===== src/rtl/uart_dev_pkg.sv =====
// Shared constants for the UART transmitter peripheral: register indices,
// STATUS/CTRL bit positions and transmitter FSM state encodings.
package uart_dev_pkg;

  localparam logic [1:0] REG_DATA   = 2'd0;
  localparam logic [1:0] REG_STATUS = 2'd1;
  localparam logic [1:0] REG_CTRL   = 2'd2;

  localparam int ST_EMPTY_BIT = 0;
  localparam int ST_FULL_BIT  = 1;
  localparam int ST_BUSY_BIT  = 2;
  localparam int ST_OVF_BIT   = 3;

  localparam int CTRL_EN_BIT     = 0;
  localparam int CTRL_IRQ_EN_BIT = 1;

  localparam logic [1:0] S_IDLE  = 2'd0;
  localparam logic [1:0] S_START = 2'd1;
  localparam logic [1:0] S_DATA  = 2'd2;
  localparam logic [1:0] S_STOP  = 2'd3;

endpackage


===== src/rtl/uart_tx_fifo.sv =====
// Byte-wide synchronous FIFO for the UART transmitter; pointers carry one
// extra wrap bit so full and empty are told apart without a counter.
module uart_tx_fifo #(
  parameter int FIFO_DEPTH = 4
) (
  input  logic       clk,
  input  logic       reset,
  input  logic       push,
  input  logic       pop,
  input  logic [7:0] din,
  output logic [7:0] dout,
  output logic       empty,
  output logic       full
);
  localparam int AW = $clog2(FIFO_DEPTH);

  logic [7:0]  mem [FIFO_DEPTH];
  logic [AW:0] wr_ptr;
  logic [AW:0] rd_ptr;
  logic        do_push;
  logic        do_pop;

  assign empty   = (wr_ptr == rd_ptr);
  assign full    = (wr_ptr[AW] != rd_ptr[AW]) && (wr_ptr[AW-1:0] == rd_ptr[AW-1:0]);
  assign do_push = push && !full;
  assign do_pop  = pop && !empty;
  assign dout    = mem[rd_ptr[AW-1:0]];

  always_ff @(posedge clk or negedge reset) begin
    if (!reset) begin
      wr_ptr <= '0;
      rd_ptr <= '0;
    end else begin
      if (do_push) wr_ptr <= wr_ptr + (AW+1)'(1);
      if (do_pop)  rd_ptr <= rd_ptr + (AW+1)'(1);
    end
  end

  // Storage carries no reset; validity is tracked by the pointers alone.
  always_ff @(posedge clk) begin
    if (do_push) mem[wr_ptr[AW-1:0]] <= din;
  end

endmodule


===== src/rtl/uart_tx_dev.sv =====
// Memory-mapped 8N1 UART transmitter: register decode, TX FIFO, baud counter,
// shift register and frame FSM, with a level interrupt when the path drains.
module uart_tx_dev
  import uart_dev_pkg::*;
#(
  parameter int CLK_DIV    = 16,
  parameter int FIFO_DEPTH = 4
) (
  input  logic        clk,
  input  logic        reset,
  input  logic [29:0] Addr,
  input  logic        WE,
  input  logic [3:0]  ByteEn,
  input  logic [31:0] Din,
  output logic [31:0] Dout,
  output logic        IRQ,
  output logic        txd
);
  localparam int CW = $clog2(CLK_DIV);
  localparam logic [CW-1:0] BAUD_LAST = CW'(CLK_DIV - 1);

  logic [1:0]    state;
  logic [CW-1:0] baud_cnt;
  logic [2:0]    bit_idx;
  logic [7:0]    shreg;
  logic          en;
  logic          irq_en;
  logic          overflow;
  logic          fifo_empty;
  logic          fifo_full;
  logic [7:0]    fifo_dout;
  logic          wr;
  logic          push;
  logic          pop;
  logic          stat_wr;
  logic          ctrl_wr;
  logic          baud_done;
  logic          unused_bus;

  assign unused_bus = ^{Addr[29:2], ByteEn[3:1], Din[31:8]};

  assign wr        = WE && ByteEn[0];
  assign push      = wr && (Addr[1:0] == REG_DATA);
  assign stat_wr   = wr && (Addr[1:0] == REG_STATUS);
  assign ctrl_wr   = wr && (Addr[1:0] == REG_CTRL);
  assign pop       = (state == S_IDLE) && en && !fifo_empty;
  assign baud_done = (baud_cnt == BAUD_LAST);
  assign IRQ       = irq_en && fifo_empty && (state == S_IDLE);

  uart_tx_fifo #(.FIFO_DEPTH(FIFO_DEPTH)) u_fifo (
    .clk   (clk),
    .reset (reset),
    .push  (push),
    .pop   (pop),
    .din   (Din[7:0]),
    .dout  (fifo_dout),
    .empty (fifo_empty),
    .full  (fifo_full)
  );

  // Overflow is judged on the pre-edge fullness, so a same-edge pop cannot save the byte.
  always_ff @(posedge clk or negedge reset) begin
    if (!reset) begin
      en       <= 1'b0;
      irq_en   <= 1'b0;
      overflow <= 1'b0;
    end else begin
      if (ctrl_wr) begin
        en     <= Din[CTRL_EN_BIT];
        irq_en <= Din[CTRL_IRQ_EN_BIT];
      end
      if (stat_wr)               overflow <= 1'b0;
      else if (push && fifo_full) overflow <= 1'b1;
    end
  end

  always_ff @(posedge clk or negedge reset) begin
    if (!reset) begin
      state    <= S_IDLE;
      baud_cnt <= '0;
      bit_idx  <= '0;
      txd      <= 1'b1;
    end else begin
      case (state)
        S_IDLE: begin
          if (pop) begin
            state    <= S_START;
            baud_cnt <= '0;
            txd      <= 1'b0;
          end
        end
        S_START: begin
          if (baud_done) begin
            state    <= S_DATA;
            baud_cnt <= '0;
            bit_idx  <= '0;
            txd      <= shreg[0];
          end else begin
            baud_cnt <= baud_cnt + CW'(1);
          end
        end
        S_DATA: begin
          if (baud_done) begin
            baud_cnt <= '0;
            if (bit_idx == 3'd7) begin
              state <= S_STOP;
              txd   <= 1'b1;
            end else begin
              bit_idx <= bit_idx + 3'd1;
              txd     <= shreg[1];
            end
          end else begin
            baud_cnt <= baud_cnt + CW'(1);
          end
        end
        default: begin
          if (baud_done) begin
            state    <= S_IDLE;
            baud_cnt <= '0;
          end else begin
            baud_cnt <= baud_cnt + CW'(1);
          end
        end
      endcase
    end
  end

  // shreg[0] always holds the bit currently on the line once DATA begins.
  always_ff @(posedge clk) begin
    if (pop)                             shreg <= fifo_dout;
    else if (state == S_DATA && baud_done) shreg <= {1'b0, shreg[7:1]};
  end

  always_comb begin
    Dout = '0;
    case (Addr[1:0])
      REG_STATUS: begin
        Dout[ST_EMPTY_BIT] = fifo_empty;
        Dout[ST_FULL_BIT]  = fifo_full;
        Dout[ST_BUSY_BIT]  = (state != S_IDLE);
        Dout[ST_OVF_BIT]   = overflow;
      end
      REG_CTRL: begin
        Dout[CTRL_EN_BIT]     = en;
        Dout[CTRL_IRQ_EN_BIT] = irq_en;
      end
      default: ;
    endcase
  end

endmodule


===== config.mk =====
export PLATFORM = sky130hd
export DESIGN_NAME = uart_tx_dev
export DESIGN_NICKNAME = d
export VERILOG_FILES = /design/src/rtl/uart_dev_pkg.sv /design/src/rtl/uart_tx_fifo.sv /design/src/rtl/uart_tx_dev.sv
export SDC_FILE = /design/constraint.sdc
export NUM_CORES = 1
export LEC_CHECK = 0
export ABC_CLOCK_PERIOD_IN_PS = 1900
export BUFFER_PORTS_ARGS = -buffer_cell sky130_fd_sc_hd__buf_2
export CORE_UTILIZATION = 45
export DETAILED_ROUTE_END_ITERATION = 7
export PLACE_DENSITY = 0.73
export SLEW_MARGIN = 20
export SYNTH_ARGS = -nofsm -noshare
export SYNTH_HDL_FRONTEND = slang
export SYNTH_SLANG_ARGS = --single-unit

===== constraint.sdc =====
create_clock -name clk -period 1.9 [get_ports clk]
set_input_delay 0.095 -clock clk [delete_from_list [all_inputs] [get_ports clk]]
set_output_delay 0.095 -clock clk [all_outputs]
set_load 0.05 [all_outputs]

==> results of run 1 <==
[repair_timing]
item                       4_1_cts  5_1_grt
resized for setup                0        5
hold buffers                     9        0
setup endpoints to repair        0        5
setup buffers                    0        1
hold endpoints to repair        43        0
[layout make-up]
| cell class | instances | area (µm²) | area share |
|---|---|---|---|
| Inverter | 8 | 30.03 | 0.008769 |
| Clock buffer | 11 | 131.4 | 0.03836 |
| Tap cell | 77 | 96.34 | 0.02813 |
| Timing Repair Buffer | 42 | 310.3 | 0.09061 |
| Multi-Input combinational cell | 133 | 1124 | 0.3281 |
| Sequential cell | 59 | 1679 | 0.4903 |
| Clock inverter | 5 | 53.80 | 0.01571 |
[critical path, cell delays in order (launching register included)]
cell and delay (ns):
dfrtp_1 0.45, xor2_1 0.18, nor3_1 0.28, a41oi_1 0.16
a31oi_1 0.15, dlygate4sd3_1 0.56
[cells in the mapped netlist (2+ instances only)]
library cell  count
dfrtp_1          18
a22o_1            5
xnor2_1           6
inv_1             8
nand2_1          10
ha_1             14
mux2_2           10
and3_1            2
mux4_1            8
nor2b_1           4
nand3_1           6
buf_4            29
a22oi_1           2
buf_6             2
and2_1            4
xor2_1            4
o21ai_0           6
nor3_1            3
nand2b_1          2
and2_2            2
edfxtp_1         40
a31oi_1           2
[per-layer routing]
| metal | part of all wire | vias to the layer above |
|---|---|---|
| li1 | - | 798 |
| met5 | 0 | - |
| met4 | 0.025 | 0 |
| met2 | 0.49 | 50 |
| met1 | 0.45 | 776 |
| met3 | 0.035 | 9 |
[logic make-up (layout without fill, tap and decap cells)]
kind of cell             after synthesis  after routing
buffers and inverters                 41             66
multiplexers                          19             19
other                                  1             28
flip-flops                            59             59
AND/OR/NAND/NOR                       37             37
XOR/XNOR                              11             11
AO/OA/AOI/OAI                         24             24
adder cells (fa/ha/maj)               14             14
[state kept, by name, indices dropped and copies added, names as in the netlist]
name / cells
u_fifo.mem: 32
shreg: 8
baud_cnt: 4
bit_idx: 3
u_fifo.rd_ptr: 3
u_fifo.wr_ptr: 3
state: 2
en: 1
irq_en: 1
overflow: 1
txd: 1
[path summary, 6_finish.rpt]
path	slack (ns)	end	depth (start not counted)	startpoint
max	0.06	overflow$_DFFE_PN0P_	5	u_fifo.wr_ptr[1]$_DFFE_PN0P_
min	0.02	u_fifo.mem[2][1]$_DFFE_PP_	1	Din[1]
max reg2reg	0.06	overflow$_DFFE_PN0P_	5	u_fifo.wr_ptr[1]$_DFFE_PN0P_
min reg2reg	0.49	txd$_DFFE_PN1P_	2	txd$_DFFE_PN1P_
max in group asynchronous	1.33	txd$_DFFE_PN1P_	2	reset
min in group asynchronous	0.24	bit_idx[1]$_DFFE_PN0P_	2	reset
[report_power, final]
group | switching, mW | leakage (nW) | internal, mW
combinational | 0.776 | 0.769 | 0.707
sequential | 0.188 | 0.593 | 1.60
clock | 0.465 | 0.0870 | 0.599
total | 1.43 | 1.45 | 2.91
[per-stage QoR]
step                      TNS [ns]  cells  cell area (µm²)
after floorplan                  0    233             3080
after global placement           0    309             3133
after detailed placement         0    309             3133
after CTS                        0    334             3408
after global routing      -0.01762    335             3425
final                            0    335             3425
==> impl_metrics.yaml, run 1 <==
global_route:
  use_met3: 0.02783
  grt_use_met2: 0.2176
  busiest_layer: "met2"
  track_usage: 0.1355
  grt_overflow: 0
  first_global_vias: 1535
  grt_use_met1: 0.1651
  antenna_found_initial: 0
  grt_pass1_wl_um: 7134
  grt_max_degree: 20
synth:
  synthTopCellsByArea: "edfxtp_1 (40%), dfrtp_1 (15%), buf_4 (7.3%), mux4_1 (7.1%), ha_1 (5.9%)"
  yosysTopAreaCell: "edfxtp_1"
  synth_simple_gate_area_frac: 0.06678
  synthAdderAreaFrac: 0.05880
  synth_edf_count: 40
  synth-async-reset-ratio: 0.3220
  synth-seq-cells: 59
  synth_compound_area_frac: 0.06804
  yosysWarnings: 0
  synth_area_per_cell_um2: 14.46
  synth_top_area_share: 0.4032
  synthMuxAreaShare: 0.1134
  synth_top_family_by_area: "multiplexers"
  synth-xor-area-share: 0.03486
  ys_seq_area_frac: 0.5632
  syn-instance-count: 206
  synth_area_um2: 2979
  synth_cell_types: 41
  ys_dominant_reg_cell: "edfxtp_1"
routing:
  drt_first_pass_iters: 4
  ant_nets: 0
  drc: 0
  wl_per_cell_um: 12.99
  vias: 1633
  drtIter0Drc: 70
  viasPerCell: 4.875
  routed_wl_um: 4350
sta:
  finalClockSkew_ns: 0.005353
  hold_ws_ns: 0.02451
  slew_viol_final: 0
  min_period_over_period: 0.9696
  finalSetupViolCount: 0
  clock.fmax_ghz: 0.5428
  finalHoldViolCount: 0
  post-route-min-period_ns: 1.842
  rsz0062_at_grt: "yes"
  setup_slack_ns: 0.05768
cells_and_area:
  syn_to_final_growth_pct: 14.95
  final_common_cell: "edfxtp_1"
  nets: 336
  final_layout_size_suffix_gt1_frac: 0.2597
  utilization: 0.5362
  diodes: 0
  nFillCells: 521
  final_cell_mix: "edfxtp_1 (40), conb_1 (28), dfrtp_1 (17)"
clock_tree:
  cts_root_buf: "clkbuf_8"
  cts.sinks: 59
  cts_buffer_depth: 2
  worst_skew_pair.late_latency_ns: 0.32
  cts_made_buffers: 9
  htree_levels: 3
  cts_tree: "done"
  path_clk_slew_ns: 0.07
die:
  coreArea_um2: 6386
  pin_count: 103
  initial_core_util: 0.4665
  die_height_um: 83.37
  rows: 29
  die_area_um2: 6950
  die_x_um: 83.37
status:
  status: "completed"
worst_setup_path:
  worst_setup_path_start_kind: "flip-flop"
  crit_fanout: 5
  critPathRequiredTime_ns: 2.16
  arrival_ns: 2.11
  worstSetupPathType: "reg2reg"
  critPathCaptureType: "flip-flop"
placement:
  dp_slack_ns: 0.08875
  dp_hpwl_um: 3087
  portBuffers: 19
  gp_congestion: 0.7644
power_and_ir_drop:
  power_density_nw_per_um2: 1267
  p_total_mw: 4.338
  worst_ir_drop_vdd_uv: 684.1
  power_leakage_nw: 1.449
run:
  drv_cap: 0
min_path:
  hold_class: "in2reg"
Power figures use the tool's default switching activity.
==> run 2: changes to the inputs <==
- ABC_CLOCK_PERIOD_IN_PS: 1900 -> 2100
- CORE_UTILIZATION: 45 -> 50
- PLACE_DENSITY: 0.73 -> 0.77
- clock period: 1.9 -> 2.1 ns (I/O delays scaled with it)
==> run 2 against run 1 <==
Power is 12% lower. Final cell count down 4.5%. Core utilization is 5.4 points higher. Critical path depth rose by 1. Sequential power fell by 9%. Via count down 0.61%. Worst hold slack about the same. Sequential share of layout area rose by 1.7 points. Flip-flop and latch count stayed put. Clock skew increased by 0.0022 ns. Count of clock-buffer cells in the layout fell by 2.
==> impl_metrics.yaml, run 2 (same netlist as run 1, synthesis figures left out) <==
power_and_ir_drop:
  intPower_mw: 2.462
  p_seq_frac: 0.425
  clock_power_share: 0.238
  power_density_nw_per_um2: 1153
  p_sw_mw: 1.352
  switching_share: 0.3544
  pwr-share-comb: 0.337
  worst_ir_drop_vdd_uv: 643.2
  power_leakage_nw: 1.393
  p_total_mw: 3.814
routing:
  drt_first_pass_iters: 4
  vias: 1623
  drtIter0Drc: 55
  routed_wl_um: 4398
  drc: 0
  viasPerCell: 5.072
  wl_per_cell_um: 13.74
  ant_nets: 0
clock_tree:
  cts_made_buffers: 9
  cts_setup_buffers: 0
  path_clk_slew_ns: 0.07
  cts_root_buf: "clkbuf_8"
  htree_levels: 3
  cts.sinks: 59
  cts_buffer_depth: 2
  cts_tree: "done"
  worst_skew_pair.late_latency_ns: 0.33
die:
  pin_count: 103
  die_area_um2: 6271
  die_x_um: 79.19
  initial_core_util: 0.5312
  rows: 27
  die_height_um: 79.19
  coreArea_um2: 5608
global_route:
  grt_overflow: 0
  first_global_vias: 1517
  grt_max_degree: 20
  antenna_found_initial: 0
  track_usage: 0.1526
  grt_use_met1: 0.1881
  busiest_layer: "met2"
  use_met3: 0.04138
  grt_use_met2: 0.2388
  grt_pass1_wl_um: 6962
placement:
  portBuffers: 19
  dpl_cell_area_um2: 3062
  dp_cells: 297
  dp_slack_ns: 0.05970
  dp_hpwl_um: 2986
  gp_congestion: 0.8405
cells_and_area:
  seqCellArea_um2: 1678
  final_area_um2: 3309
  diodes: 0
  multi_input_area_um2: 1126
  utilization: 0.5901
  final_common_cell: "edfxtp_1"
  nFillCells: 448
  final_layout_size_suffix_gt1_frac: 0.2460
  final_cell_mix: "edfxtp_1 (40), conb_1 (28), buf_2 (19)"
  final_cells: 320
  nets: 326
  syn_to_final_growth_pct: 11.09
  largest_register_ffs: 32
worst_setup_path:
  critPathRequiredTime_ns: 2.00
  worst_setup_path_start_kind: "flip-flop"
  cp_num_buf_inv: 2
  worstSetupPathType: "reg2out"
  slowest_delay_ns: 0.48
  crit_chain: "xor2_1 > nor3_1 > buf_4 > a22oi_1 > nor2b_1 > buf_2"
  arrival_ns: 1.81
  crit_fanout: 5
  cpMaxStageDelayCell: "dfrtp_1"
  critPathTopFamily: "flip-flops"
  critPathCaptureType: "primary output"
sta:
  rsz0062_at_grt: "no"
  slew_viol_final: 0
  min_period_over_period: 0.9136
  finalSetupViolCount: 0
  finalClockSkew_ns: 0.007573
  finalHoldViolCount: 0
  post-route-min-period_ns: 1.919
  clock.fmax_ghz: 0.5212
  setup_slack_ns: 0.1815
  hold_ws_ns: 0.02435
  setup-tns-final_ns: 0
run:
  drv_cap: 0
min_path:
  hold_class: "in2reg"
status:
  status: "completed"
run 2: cell count changes in the layout (fill, tap and decap cells not counted), sizes merged:
cell and delta:
buf -6, bufinv -1, clkbuf -4, clkinv +1, clkinvlp -1, dlygate4sd3 -2, inv +3
run 2: power by group through the flow:
| stage | registers [mW] | logic, mW | clock network [mW] |
|---|---|---|---|
| after CTS | 1.62 | 1.29 | 0.925 |
| final | 1.62 | 1.28 | 0.908 |
| after global placement | 1.63 | 1.25 | 0 |
| after floorplan | 1.63 | 1.06 | 0 |
| after global routing | 1.64 | 1.41 | 0.970 |
| after detailed placement | 1.64 | 1.27 | 0 |
run 2: path summary, 6_finish.rpt:
path                            slack, ns                          to  depth (start not counted)                          from
worst max-delay path                 0.18                     Dout[0]                          6  u_fifo.wr_ptr[0]$_DFFE_PN0P_
worst min register to register       0.48             txd$_DFFE_PN1P_                          2               txd$_DFFE_PN1P_
worst max register to register       0.26          shreg[6]$_DFFE_PP_                          4  u_fifo.wr_ptr[0]$_DFFE_PN0P_
worst min-delay path                 0.02  u_fifo.mem[3][0]$_DFFE_PP_                          1                        Din[0]
max in group asynchronous            1.52             txd$_DFFE_PN1P_                          2                         reset
min in group asynchronous            0.25     baud_cnt[3]$_DFFE_PN0P_                          2                         reset
run 2: area by class of cell:
cell class | instances | share of cell area
multi-input cells | 133 | 0.3403
clock inverters | 7 | 0.01550
well taps | 72 | 0.02722
inverters | 8 | 0.009074
flip-flops and latches | 59 | 0.5070
repair buffers | 32 | 0.06352
clock buffers | 9 | 0.03743
run 2: repair_timing:
action,in CTS,in global routing
setup endpoints to repair,0,9
hold buffers,7,0
endpoints found under the hold margin,42,0
resized for setup,0,1
run 2: routing by layer:
metal	vias to the layer above	wire length, µm
li1	777	-
met1	777	1991
met2	61	2123
met3	8	171
met4	0	113
met5	-	0
==> run 3: changes to the inputs <==
- ABC_AREA: default -> 1
- BUFFER_PORTS_ARGS: -buffer_cell sky130_fd_sc_hd__buf_2 -> -buffer_cell sky130_fd_sc_hd__buf_4
- PLACE_DENSITY: 0.77 -> 0.76
- SETUP_SLACK_MARGIN: default -> 0.05
==> run 3 against run 2 <==
Wire length is 9.9% higher. Critical path type unchanged. First-iteration DRC count is 71% higher. Combinational power is 35% higher. Setup slack better by 0.16 ns.
==> impl_metrics.yaml, run 3 <==
power_and_ir_drop:
  p_sw_mw: 1.745
  pwr-share-comb: 0.396
  p_total_mw: 4.371
  switching_share: 0.3991
  clock_power_share: 0.221
  power_density_nw_per_um2: 1264
  worst_ir_drop_vdd_uv: 669.6
  p_seq_frac: 0.383
  intPower_mw: 2.627
  power_leakage_nw: 1.568
global_route:
  first_global_vias: 1795
  grt_overflow: 0
  track_usage: 0.1718
  antenna_found_initial: 0
  grt_max_degree: 20
  grt_pass1_wl_um: 8024
clock_tree:
  cts.sinks: 59
  cts_root_buf: "clkbuf_8"
  cts_made_buffers: 9
  cts_tree: "done"
  cts_buffer_depth: 2
  path_clk_slew_ns: 0.06
  htree_levels: 3
  worst_skew_pair.late_latency_ns: 0.33
placement:
  gp_congestion: 0.7697
  portBuffers: 19
  dp_hpwl_um: 3380
synth:
  synth_common_cells: "nand2_1 (63), edfxtp_1 (40), nor2_1 (30)"
  synth_area_per_cell_um2: 10.21
  synth-async-reset-ratio: 0.3220
  ys_seq_area_frac: 0.5498
  synth-seq-cells: 59
  yosysWarnings: 0
  synth_cell_types: 29
  synth_edf_count: 40
  ys_dominant_reg_cell: "edfxtp_1"
  synth_area_um2: 3052
  synth_most_common_cell: "nand2_1"
  synthTopCellsByArea: "edfxtp_1 (39%), dfrtp_1 (15%), nand2_1 (7.7%), buf_4 (7.1%), ha_1 (5.7%)"
  yosysTopAreaCell: "edfxtp_1"
  syn-instance-count: 299
  synth_top_area_share: 0.3936
routing:
  vias: 2000
  routed_wl_um: 4833
  drc: 0
  drt_first_pass_iters: 5
  viasPerCell: 4.773
  ant_nets: 0
  drtIter0Drc: 94
  wl_per_cell_um: 11.53
worst_setup_path:
  ff2ff_setup_slack_ns: 0.48
  reg2reg_to: "shreg[2]$_DFFE_PP_"
  worstSetupPathType: "reg2out"
  slowest_delay_ns: 0.52
  crit_chain: "nand2_1 > nand2_4 > nand3_2 > inv_1 > nand2_1 > a21oi_1 > buf_4"
  rr_worst_depth: 7
  critPathCaptureType: "primary output"
  cpMaxStageDelayCell: "dfrtp_1"
  arrival_ns: 1.65
  cpMostUsedCell: "nand2_1"
  crit_start: "u_fifo.rd_ptr[1]$_DFFE_PN0P_"
  critPathRequiredTime_ns: 2.00
  rr_startpoint: "state[0]$_DFFE_PN0P_"
  crit_fanout: 7
  worst_setup_path_start_kind: "flip-flop"
die:
  coreArea_um2: 5921
  pin_count: 103
  die_x_um: 80.13
  die_area_um2: 6420
  die_height_um: 80.13
  initial_core_util: 0.5154
  rows: 28
sta:
  min_period_over_period: 0.8368
  setup-tns-final_ns: 0
  post-route-min-period_ns: 1.757
  finalSetupViolCount: 0
  rsz0062_at_grt: "no"
  clock.fmax_ghz: 0.5691
  slew_viol_final: 0
  finalHoldViolCount: 0
  finalClockSkew_ns: 0.006152
min_path:
  hold_class: "in2reg"
  hold_start: "ByteEn[0]"
  worstHoldEndpoint: "overflow$_DFFE_PN0P_"
  hold-path-cell-count: 4
cells_and_area:
  final_common_cell: "nand2_1"
  largest_register_ffs: 32
  nets: 422
  diodes: 0
  final_cell_mix: "nand2_1 (63), edfxtp_1 (40), nor2_1 (30)"
  final_layout_size_suffix_gt1_frac: 0.1802
  syn_to_final_growth_pct: 13.33
run:
  drv_cap: 0
status:
  status: "completed"
-- run 3: power groups by stage --
stage	Combinational [mW]	Clock (mW)	Sequential, mW
2_1_floorplan	1.47	0	1.67
3_3_place_gp	1.68	0	1.69
3_5_place_dp	1.73	0	1.70
4_1_cts	1.74	0.989	1.68
5_1_grt	1.96	1.05	1.71
6_report	1.73	0.964	1.67
-- run 3: logic make-up after synthesis --
family | Yosys count | synth area share
adders and majority gates | 14 | 0.05740
buffers and inverters | 63 | 0.1279
other | 1 | 0.001229
xor gates and xnor gates | 3 | 0.008612
muxes | 2 | 0.007380
AOI/OAI and AO/OA | 40 | 0.07134
and+or+nand+nor | 117 | 0.1763
DFF | 59 | 0.5498
-- run 3: what timing repair did --
| action | CTS | global route |
|---|---|---|
| endpoints found under the setup margin | 0 | 0 |
| hold endpoints to repair | 51 | 0 |
| hold buffers | 9 | 0 |
| gates resized for setup | 0 | 0 |
| setup buffers | 0 | 0 |
-- run 3: cell type report --
cell class,count,area (µm²)
Timing Repair Buffer,37,300.3
Sequential cell,59,1678
Clock inverter,6,56.30
Inverter,28,117.6
Tap cell,75,93.84
Multi-Input combinational cell,204,1085
Clock buffer,10,127.6
Fill cell,486,2462
-- run 3: per-stage QoR --
step	worst slack [ns]	area, µm²	hold WS, ns	utilization	instances
2_1_floorplan	0.2848	3153	-0.1906	-	326
3_3_place_gp	0.5412	3184	-0.001542	0.5378	394
3_5_place_dp	0.4970	3184	0.0003365	0.5378	394
4_1_cts	0.3095	3458	0.08223	0.5841	419
5_1_grt	0.2188	3458	0.1198	0.5841	419
6_report	0.3427	3458	0.09760	0.5841	419
-- run 3: layer usage --
metal	global-route usage	wire length, µm
met3	0.04432	189
met1	0.1964	2101
met4	0.1071	118
met2	0.2863	2424
met5	0	0
-- run 3: worst max path at each step --
| stage | end | slack [ns] | cells after the start |
|---|---|---|---|
| after floorplan | shreg[0]$_DFFE_PP_ | 0.28 | 8 |
| after global placement | u_fifo.mem[0][6]$_DFFE_PP_ | 0.54 | 7 |
| after detailed placement | shreg[6]$_DFFE_PP_ | 0.50 | 7 |
| after CTS | Dout[1] | 0.31 | 7 |
| after global routing | Dout[1] | 0.22 | 7 |
| final | Dout[1] | 0.34 | 7 |
-- run 3: worst max-delay path, delay by kind of cell, from the launching register on --
family / cells / cell delay, ns
simple gates: 4 / 0.40
flops: 1 / 0.52
compound gates: 1 / 0.12
buf+inv: 2 / 0.28
